$ cat config.mk
export PLATFORM = sky130hd
export DESIGN_NAME = mul_div_unit_flat
export DESIGN_NICKNAME = d
export VERILOG_FILES = /design/src/rtl/mul_div_unit_if.sv /design/src/rtl/mul_div_unit.sv /design/src/flat_wrapper.sv
export SDC_FILE = /design/constraint.sdc
export NUM_CORES = 1
export LEC_CHECK = 0
export BUFFER_PORTS_ARGS = -buffer_cell sky130_fd_sc_hd__buf_2
export CORE_ASPECT_RATIO = 1.2
export CORE_MARGIN = 10
export CORE_UTILIZATION = 65
export CTS_CLUSTER_SIZE = 30
export DETAILED_ROUTE_END_ITERATION = 7
export PLACE_DENSITY_LB_ADDON = 0.08
export SYNTH_ARGS = -nofsm -noshare
export SYNTH_HDL_FRONTEND = slang
export SYNTH_SLANG_ARGS = --single-unit
export TNS_END_PERCENT = 20
$ cat constraint.sdc
create_clock -name clock -period 13.32 [get_ports clock]
set_input_delay 0 -clock clock [delete_from_list [all_inputs] [get_ports clock]]
set_output_delay 0 -clock clock [all_outputs]
set_load 0.1 [all_outputs]
$ cat src/rtl/mul_div_unit_if.sv
// Request/response bundle between the EX stage and the iterative multiply/divide unit.
interface mul_div_unit_if #(
  parameter int unsigned XLEN = 32
);
  logic            in_valid;
  logic            in_ready;
  logic [2:0]      op;
  logic [XLEN-1:0] operand_A;
  logic [XLEN-1:0] operand_B;
  logic            flush;
  logic            out_valid;
  logic            out_ready;
  logic [XLEN-1:0] result;
  logic            busy;

  // Pipeline side: issues ops, squashes, consumes results.
  modport master (
    output in_valid, op, operand_A, operand_B, flush, out_ready,
    input  in_ready, out_valid, result, busy
  );

  // Unit side.
  modport slave (
    input  in_valid, op, operand_A, operand_B, flush, out_ready,
    output in_ready, out_valid, result, busy
  );
endinterface

$ cat src/rtl/mul_div_unit.sv
// Iterative RV32M-style multiply/divide: one bit per cycle, result held until taken.
module mul_div_unit #(
  parameter int unsigned XLEN      = 32,
  parameter bit          EARLY_OUT = 1'b0
) (
  input  logic          clock,
  input  logic          reset,
  mul_div_unit_if.slave io
);

  localparam int unsigned W  = XLEN;
  localparam int unsigned AW = 2 * XLEN;
  localparam int unsigned CW = $clog2(XLEN);
  localparam logic [W-1:0]  MIN_NEG  = {1'b1, {(W-1){1'b0}}};
  localparam logic [CW-1:0] LAST_CNT = CW'(W - 1);

  typedef enum logic [1:0] {IDLE, CALC, DONE} state_e;

  state_e        state_q, state_d;
  logic [CW-1:0] count_q, count_d;
  logic [2:0]    op_q, op_d;
  logic [W-1:0]  mcand_q, mcand_d;       // multiplicand or divisor magnitude
  logic [AW-1:0] acc_q, acc_d;           // {hi, lo}: product, or {remainder, quotient}
  logic          neg_q, neg_d;           // negate product / quotient
  logic          neg_r_q, neg_r_d;       // negate remainder
  logic          special_q, special_d;
  logic [W-1:0]  spec_res_q, spec_res_d;
  logic [W-1:0]  result_q, result_d;
  logic          out_valid_q, out_valid_d;
  logic          in_ready_q, in_ready_d;
  logic          busy_q, busy_d;

  logic          in_is_div, in_signed_a, in_signed_b, in_a_neg, in_b_neg;
  logic          in_b_zero, in_ovf, in_special;
  logic [W-1:0]  in_mag_a, in_mag_b, in_spec_res;

  logic [W:0]    mul_sum, rem_sh, diff;
  logic [AW-1:0] acc_step, prod;
  logic [W-1:0]  quo, rem, fin_res;

  // Decode incoming op: operand signedness, magnitudes and divide special cases.
  always_comb begin
    in_is_div   = io.op[2];
    in_signed_a = in_is_div ? ~io.op[0] : (io.op[1:0] == 2'b01 || io.op[1:0] == 2'b10);
    in_signed_b = in_is_div ? ~io.op[0] : (io.op[1:0] == 2'b01);
    in_a_neg    = in_signed_a & io.operand_A[W-1];
    in_b_neg    = in_signed_b & io.operand_B[W-1];
    in_mag_a    = in_a_neg ? W'(-io.operand_A) : io.operand_A;
    in_mag_b    = in_b_neg ? W'(-io.operand_B) : io.operand_B;
    in_b_zero   = (io.operand_B == '0);
    in_ovf      = ~io.op[0] & (io.operand_A == MIN_NEG) & (&io.operand_B);
    in_special  = in_is_div & (in_b_zero | in_ovf);
    if (in_b_zero) in_spec_res = io.op[1] ? io.operand_A : '1;
    else           in_spec_res = io.op[1] ? '0 : io.operand_A;
  end

  // One shift-add or restoring-divide iteration, plus sign-fixed final result.
  always_comb begin
    mul_sum  = {1'b0, acc_q[AW-1:W]} + (acc_q[0] ? {1'b0, mcand_q} : '0);
    rem_sh   = {acc_q[AW-1:W], acc_q[W-1]};
    diff     = rem_sh - {1'b0, mcand_q};
    if (op_q[2]) begin
      if (diff[W]) acc_step = {rem_sh[W-1:0], acc_q[W-2:0], 1'b0};
      else         acc_step = {diff[W-1:0],   acc_q[W-2:0], 1'b1};
    end else begin
      acc_step = {mul_sum, acc_q[W-1:1]};
    end
    prod = neg_q   ? AW'(-acc_step)        : acc_step;
    quo  = neg_q   ? W'(-acc_step[W-1:0])  : acc_step[W-1:0];
    rem  = neg_r_q ? W'(-acc_step[AW-1:W]) : acc_step[AW-1:W];
    unique case (op_q)
      3'b000:                 fin_res = prod[W-1:0];
      3'b001, 3'b010, 3'b011: fin_res = prod[AW-1:W];
      3'b100, 3'b101:         fin_res = quo;
      default:                fin_res = rem;
    endcase
  end

  // Next-state and datapath updates; flush overrides normal transitions.
  always_comb begin
    state_d    = state_q;
    count_d    = count_q;
    op_d       = op_q;
    mcand_d    = mcand_q;
    acc_d      = acc_q;
    neg_d      = neg_q;
    neg_r_d    = neg_r_q;
    special_d  = special_q;
    spec_res_d = spec_res_q;
    result_d   = result_q;

    unique case (state_q)
      IDLE: begin
        if (io.in_valid && !io.flush) begin
          op_d       = io.op;
          mcand_d    = in_is_div ? in_mag_b : in_mag_a;
          acc_d      = {{W{1'b0}}, in_is_div ? in_mag_a : in_mag_b};
          neg_d      = in_a_neg ^ in_b_neg;
          neg_r_d    = in_a_neg;
          special_d  = in_special;
          spec_res_d = in_spec_res;
          count_d    = '0;
          if (EARLY_OUT && in_special) begin
            result_d = in_spec_res;
            state_d  = DONE;
          end else begin
            state_d  = CALC;
          end
        end
      end
      CALC: begin
        acc_d   = acc_step;
        count_d = count_q + CW'(1);
        if (count_q == LAST_CNT) begin
          result_d = special_q ? spec_res_q : fin_res;
          count_d  = '0;
          state_d  = DONE;
        end
      end
      DONE: begin
        if (io.out_ready) state_d = IDLE;
      end
      default: state_d = IDLE;
    endcase

    if (io.flush) begin
      state_d  = IDLE;
      count_d  = '0;
      result_d = result_q;
    end

    out_valid_d = (state_d == DONE);
    in_ready_d  = (state_d == IDLE);
    busy_d      = (state_d != IDLE);
  end

  // State and datapath registers with synchronous active-low reset.
  always_ff @(posedge clock) begin
    if (!reset) begin
      state_q     <= IDLE;
      count_q     <= '0;
      op_q        <= '0;
      mcand_q     <= '0;
      acc_q       <= '0;
      neg_q       <= 1'b0;
      neg_r_q     <= 1'b0;
      special_q   <= 1'b0;
      spec_res_q  <= '0;
      result_q    <= '0;
      out_valid_q <= 1'b0;
      in_ready_q  <= 1'b1;
      busy_q      <= 1'b0;
    end else begin
      state_q     <= state_d;
      count_q     <= count_d;
      op_q        <= op_d;
      mcand_q     <= mcand_d;
      acc_q       <= acc_d;
      neg_q       <= neg_d;
      neg_r_q     <= neg_r_d;
      special_q   <= special_d;
      spec_res_q  <= spec_res_d;
      result_q    <= result_d;
      out_valid_q <= out_valid_d;
      in_ready_q  <= in_ready_d;
      busy_q      <= busy_d;
    end
  end

  assign io.result    = result_q;
  assign io.out_valid = out_valid_q;
  assign io.in_ready  = in_ready_q;
  assign io.busy      = busy_q;

endmodule
$ cat src/flat_wrapper.sv
// flat-port wrapper written by rule: the top's interface ports become plain ports
module mul_div_unit_flat 
#(
  parameter int unsigned XLEN      = 32,
  parameter bit          EARLY_OUT = 1'b0
)
  (clock, reset, io_in_valid, io_op, io_operand_A, io_operand_B, io_flush, io_out_ready, io_in_ready, io_out_valid, io_result, io_busy);
  mul_div_unit_if #(.XLEN(XLEN)) io_i ();
  input  logic clock;
  input  logic reset;
  input wire logic [$bits(io_i.in_valid)-1:0] io_in_valid;
  input wire logic [$bits(io_i.op)-1:0] io_op;
  input wire logic [$bits(io_i.operand_A)-1:0] io_operand_A;
  input wire logic [$bits(io_i.operand_B)-1:0] io_operand_B;
  input wire logic [$bits(io_i.flush)-1:0] io_flush;
  input wire logic [$bits(io_i.out_ready)-1:0] io_out_ready;
  output wire logic [$bits(io_i.in_ready)-1:0] io_in_ready;
  output wire logic [$bits(io_i.out_valid)-1:0] io_out_valid;
  output wire logic [$bits(io_i.result)-1:0] io_result;
  output wire logic [$bits(io_i.busy)-1:0] io_busy;
  assign io_i.in_valid = io_in_valid;
  assign io_i.op = io_op;
  assign io_i.operand_A = io_operand_A;
  assign io_i.operand_B = io_operand_B;
  assign io_i.flush = io_flush;
  assign io_i.out_ready = io_out_ready;
  assign io_in_ready = io_i.in_ready;
  assign io_out_valid = io_i.out_valid;
  assign io_result = io_i.result;
  assign io_busy = io_i.busy;
  mul_div_unit #(.XLEN(XLEN), .EARLY_OUT(EARLY_OUT)) u_core (.clock(clock), .reset(reset), .io(io_i));
endmodule
* Yosys cells after proc, flatten, opt, wreduce, memory -nomap -nowiden *
Index checks and enable logic that the tools add are counted.

word-level totals
  word-level logic and storage cells = 87
  output and inout bits = 35
  bits of input ports = 72
  bits in registers = 176

cells by class
  add/subtract/negate cells = 8
  bitwise gates (word level) = 10
  equal/unequal tests = 13
  reductions and logical operators = 16
  multiplexer cells = 27

operators by type and width
  cell                                           count
  two-way mux 32 bit                             11
  two-way mux 64 bit                             4
  negator 32 bit                                 4
  case mux 64 bit (2 select lines)               1
  case mux 32 bit (3 select lines)               1
  negator 64 bit                                 1
  adder 32 x 33 -> 33 bit                        1
  subtractor 33 x 32 -> 33 bit                   1
  == test 32 bit, second input constant          1
  logical NOT 32 bit                             1
  AND reduction 32 bit                           1
  two-way mux 5 bit                              2
  case mux 5 bit (2 select lines)                1
  two-way mux 2 bit                              4
  == test 2 bit, second input constant           3
  == test 3 x 2 -> 1 bit, second input constant  2
  == test 3 bit, second input constant           2
  case mux 2 bit (3 select lines)                1
  adder 5 x 1 -> 5 bit, second input constant    1
  bitwise AND 1 bit                              5
  == test 5 bit, second input constant           1
  == test 2 x 1 -> 1 bit, second input constant  2
  logical NOT 2 bit                              2
  AND reduction 2 bit                            2
  14 further kinds                               19

* Depth between registers and ports, before layout *
  depth after elaboration = 8
  gate-level depth with buffers = 26
  mapped depth without buffers = 25

* Least setup slack after synthesis *
OpenSTA, ideal clock, no wires.

  kind = register -> register
  start = register u_core.acc_q[31]
  end = register u_core.result_q[26], in the netlist u_core.io.result[26]
  period minus slack after synthesis = 5.044 ns
  library setup time = 0.120 ns
  arrival time = 4.925 ns
  buffers on the path = 2
  cell stages (with the launch flop) = 27
  required time = 13.200 ns
  slack = 8.276 ns
  cell sequence = dfxtp_1 inv_1 ha_1 inv_1 fa_1 a211oi_1 o21a_2 a2111oi_4 o21ai_2 nand3_2 buf_4 nand3_1 nand2_1 inv_1 ha_1 nand2_1 or2_2 or3_1 or3_1 buf_2 nor2_1 nand4_1 or2_1 o31ai_1 xnor2_1 a221oi_2 nor2_1

on the way
  word-level cells in the longest chain between the ends = 7
  elaborated cells between the ends (all ways) = 11
  classes of those cells = add/sub (4); mux (7)

RTL lines
  item                                              RTL line             source
  start, declared                                   mul_div_unit.sv:23   logic [AW-1:0] acc_q, acc_d;
  start signal, assigned                            mul_div_unit.sv:144  acc_q <= '0;
  start signal, assigned                            mul_div_unit.sv:158  acc_q <= acc_d;
  subtractor 33 x 32 -> 33 bit                      mul_div_unit.sv:61   diff = rem_sh - {1'b0, mcand_q};
  two-way mux 64 bit                                mul_div_unit.sv:63   if (diff[W]) acc_step = {rem_sh[W-1:0], acc_q[W-2:0], 1'b0};
  two-way mux 64 bit *                              mul_div_unit.sv:62   if (op_q[2]) begin
  negator 64 bit, or another cell as far along      mul_div_unit.sv:68   prod = neg_q ? AW'(-acc_step) : acc_step;
  two-way mux 64 bit, or another cell as far along  mul_div_unit.sv:68
  case mux 32 bit (3 select lines) *                mul_div_unit.sv:71   unique case (op_q)
  two-way mux 32 bit *                              mul_div_unit.sv:115  result_d = special_q ? spec_res_q : fin_res;
  end signal, assigned                              mul_div_unit.sv:163  result_q <= result_d;
  end, declared                                     mul_div_unit.sv:28   logic [W-1:0] result_q, result_d;

Every way passes the cells marked *; elsewhere a longest branch is shown, timed or not.
A chain may end at the register's enable or synchronous reset.

* Worst setup path in the final report *
  start = register u_core.mcand_q[17]
  end = register u_core.result_q[22], in the netlist u_core.io.result[22]

on the way
  word-level cells in the longest chain between the ends = 7
  elaborated cells between the ends (all ways) = 13
  classes of those cells = add/sub (5); mux (8)

RTL lines
  item                                                                       RTL line                                source
  start, declared                                                            mul_div_unit.sv:22                      logic [W-1:0] mcand_q, mcand_d;
  start signal, assigned                                                     mul_div_unit.sv:157                     mcand_q <= mcand_d;
  subtractor 33 x 32 -> 33 bit / two-way mux 32 bit (equally long branches)  mul_div_unit.sv:61, mul_div_unit.sv:59
  two-way mux 64 bit / adder 32 x 33 -> 33 bit (equally long branches)       mul_div_unit.sv:63, mul_div_unit.sv:59
  two-way mux 64 bit *                                                       mul_div_unit.sv:62
  negator 64 bit, or another cell as far along                               mul_div_unit.sv:68
  two-way mux 64 bit, or another cell as far along                           mul_div_unit.sv:68
  case mux 32 bit (3 select lines) *                                         mul_div_unit.sv:71
  two-way mux 32 bit *                                                       mul_div_unit.sv:115

Marked as above.

==> results.md <==
* Outcome: complete, no violations
* Layout net count at about 2600
* Worst slack, placed at approximately 7.1 ns
* Mapped Area at 0.0176 mm2
* Area delta synth->final at 8.42%
* DRT Pass-1 Iters at 7
* Worst min path class: in2reg
* PnR worst setup slack at a little under 7 ns
* ANT nets after route at 0
* Number of global-route vias before repair at 18600
* Vias per cell at just over 7
* Slew HR at between 10% and 20%
* Crit. End Element: register
* Starting Density at between 60% and 70%
* Die outline width at roughly 170 um
* Antenna violations before repair at 3
* Core ar. at roughly 0.027 mm2
* Met3 Use GR at about a tenth
* Post-CTS setup buffers at 0
* CTS Buf Count at 17
* Setup violators final at 0
* Layout Skew at 0.0177 ns
* Crit Path Class: reg2reg
* Final Cycle Share at just under 50%
* Post-synth EDFFs at 0
* DP HPWL at about 52 mm
* CP Launch Type: register
* Crit Path Max Fanout at 21
* First-pass GRT wire length at around 110 mm
* Placed standard-cell area at about 0.018 mm2
* Netlist cell types at approximately 110
* Pins over their slew limit at 0
* Synth Flop Type: dfxtp_1
* Routability Congestion at approximately 1.1
* I/O Buffers at 106
* CTS-repair resized insts at 0
* Mux share of post-synthesis cell area at under 10%
* Global Route met1 Usage at 45.6%
* Share of the synthesized area in the top cell type at between 10% and 20%
* Fin crit period at ~6.4 ns
* Synth Instances at around 2400
* Initial drt markers at between 2000 and 3000
* Largest net degree at the start of global routing at 93
* GRT busiest layer: met2
* Synth Register Bits at around 180
* PD cells at around 90 mW/mm2
* Fin area at about 0.019 mm2
* Per-cell routed wire length at roughly 25 um
* # IOs at roughly 110
* Global Route Usage Sum at between 30% and 40%
* Worst skew pair latency at 0.47 ns
* Post-Synth Adder-Cell Area at under 10%
* Post-synthesis compound-gate area fraction at between 30% and 40%
* XOR/XNOR Fraction of Synth Area at approximately 8.5%
* CP required at between 10 and 15 ns
* Met2 Use GR at 63.9%
* Max VDD drop at around 0.09 mV
* Filler cells at roughly 2300
* Largest family of logic cells by synthesized area: compound AO/OA/AOI/OAI gates
* Commonest non-fill, non-tap cell in the layout: nand2_1
* Hold depth at 3
* # clock sinks at around 180
* H-tree depth at 4
* Synth Area in Simple Gates at a little under a quarter
* Share of cells above drive strength 1 at approximately a tenth
* Arrival time worst endpoint at ~6.8 ns
* Final wirelength at approximately 70 mm
* Total number of vias at roughly 20000
* Final non-filler cell total at approximately 2800
* Max-Cap Viols at 0
* Mean area per synthesized cell at 7.24 um2
* Max Fclk at 156 MHz
* P_leak at 7.29 nW
* Cell taking the most area after synthesis: dfxtp_1
* Setup TNS at 0 ns
* Worst slew pin tran at 1.30 ns
* Synth async-reset ratio at 0%
* Syn. warnings at 0
* Antenna diodes at 0
* Final hold vios at 0
* CTS root buffer: clkbuf_16
* DP Cell Count at approximately 2700
* Top cells by area, synth: dfxtp_1 (20%), a21oi_1 (6.6%), o21ai_0 (6.0%), nand2_1 (5.2%), ha_1 (5.1%)
* RSZ-0062 raised after global routing: false
* Layout Utilization at 71.0%
* Grt ovf at 0
* Rows at 66
* Clock Pin Slew Worst Setup and Hold Paths at ~0.08 ns
* Worst Reg-to-Reg Cells at 22
* Post-Syn Nets at roughly 2600
* Die H at ~200 um
* TritonCTS clock tree: built
* DRC Markers at 0
* Most frequent cells in the layout: nand2_1 (243), a21oi_1 (233), o21ai_0 (213)
* Sequential share of the synthesized area at ~20%
* CTS max path bufs at 2
* Die area at 0.0341 mm2
-- synth_stat cells, types with 6 or more instances --
master,count
a211o_1,7
a211oi_1,48
a21boi_0,36
a21o_1,23
a21oi_1,233
a221oi_1,30
a22oi_1,30
a31oi_1,28
and2_1,72
and3_1,11
buf_1,9
buf_2,12
clkbuf_1,142
dfxtp_1,176
ha_1,72
inv_1,68
mux2_2,14
mux2i_1,39
nand2_1,243
nand2b_1,12
nand3_1,45
nand3b_1,6
nand4_1,32
nor2_1,180
nor2b_1,53
nor3_1,46
nor3b_1,12
nor4_1,16
o2111ai_1,8
o211ai_1,57
o21a_1,19
o21ai_0,213
o21ai_1,9
o21bai_1,6
o221ai_1,17
o31ai_1,38
o41ai_1,10
or2_1,6
or2_2,15
or3_1,32
or4_1,15
xnor2_1,94
xor2_1,78
-- where the power goes --
| group | internal [mW] | switching (mW) |
|---|---|---|
| registers | 0.547 | 0.0201 |
| clock network | 0.277 | 0.268 |
| logic | 0.199 | 0.402 |
| total | 1.02 | 0.691 |
-- sequential cells by signal, summed over array words and instances, names as in the netlist --
signal and cells:
u_core.io.busy 1, u_core.io.out_valid 1, u_core.mcand_q 32, u_core.count_q 5, u_core.io.result 32, u_core.neg_r_q 1
u_core.special_q 1, u_core.io.in_ready 1, u_core.spec_res_q 32, u_core.op_q 3, u_core.neg_q 1, u_core.state_q 2
u_core.acc_q 64
-- repair_timing --
item | CTS | global route
setup endpoints to repair | 0 | 0
hold endpoints to repair | 37 | 0
hold buffers | 35 | 0
-- cells by family after synthesis --
group | after synthesis
adders and majority gates | 74
buffers and inverters | 241
AOI/OAI and AO/OA | 899
and+or+nand+nor | 821
muxes | 54
DFF | 176
xor gates and xnor gates | 172
-- worst max-delay path: stages (launching register included) --
cell	delay [ns]
dfxtp_1	0.36
inv_1	0.06
ha_1	0.40
a21oi_1	0.35
o211ai_1	0.19
a211oi_2	0.32
o31a_1	0.42
nand3_2	0.62
nand3_1	0.43
nand2_1	0.14
inv_1	0.08
ha_1	0.16
nand2_1	0.08
or2_2	0.35
or3_1	0.44
or3_1	0.51
nor2_1	0.20
nand4_1	0.16
or2_1	0.33
o22a_1	0.20
o2111ai_1	0.17
o2111ai_1	0.12
o21ai_1	0.23
-- layout make-up --
type                       count  area [um2]  area share [%]
multi-input combinational   2020       13200            68.9
sequential                   176        3530            18.5
timing repair buffer         171        1110            5.80
clock buffer                  18         439            2.30
tap                          340         425            2.23
inverter                      69         259            1.35
clock inverter                14         190           0.995
-- layer usage --
metal	wire, um	part of all wire [%]	vias to the layer above
met4	5040	7.2	4
met3	8150	12	347
met2	31900	45	1408
met1	25100	36	9174
li1	-	-	9025
met5	31	0.044	-
-- per-stage QoR --
stage / total power, mW / hold WS [ns]
floorplan: 0.972 / 0.145
global placement: 1.14 / 0.307
detailed placement: 1.14 / 0.308
CTS: 1.68 / 0.0377
global route: 1.77 / 0.0740
finish: 1.71 / 0.0629
-- path summary, 6_finish.rpt --
check                                                        from                                  to  slack [ns]
worst min-delay path                             io_operand_A[17]  u_core.spec_res_q[17]$_SDFFE_PN0P_        0.06
worst min register to register  u_core.io.result[23]$_SDFFE_PN0P_   u_core.io.result[23]$_SDFFE_PN0P_        0.48
worst max register to register    u_core.mcand_q[17]$_SDFFE_PN0P_   u_core.io.result[22]$_SDFFE_PN0P_        6.89
worst max-delay path              u_core.mcand_q[17]$_SDFFE_PN0P_   u_core.io.result[22]$_SDFFE_PN0P_        6.89
Power figures use the tool's default switching activity.
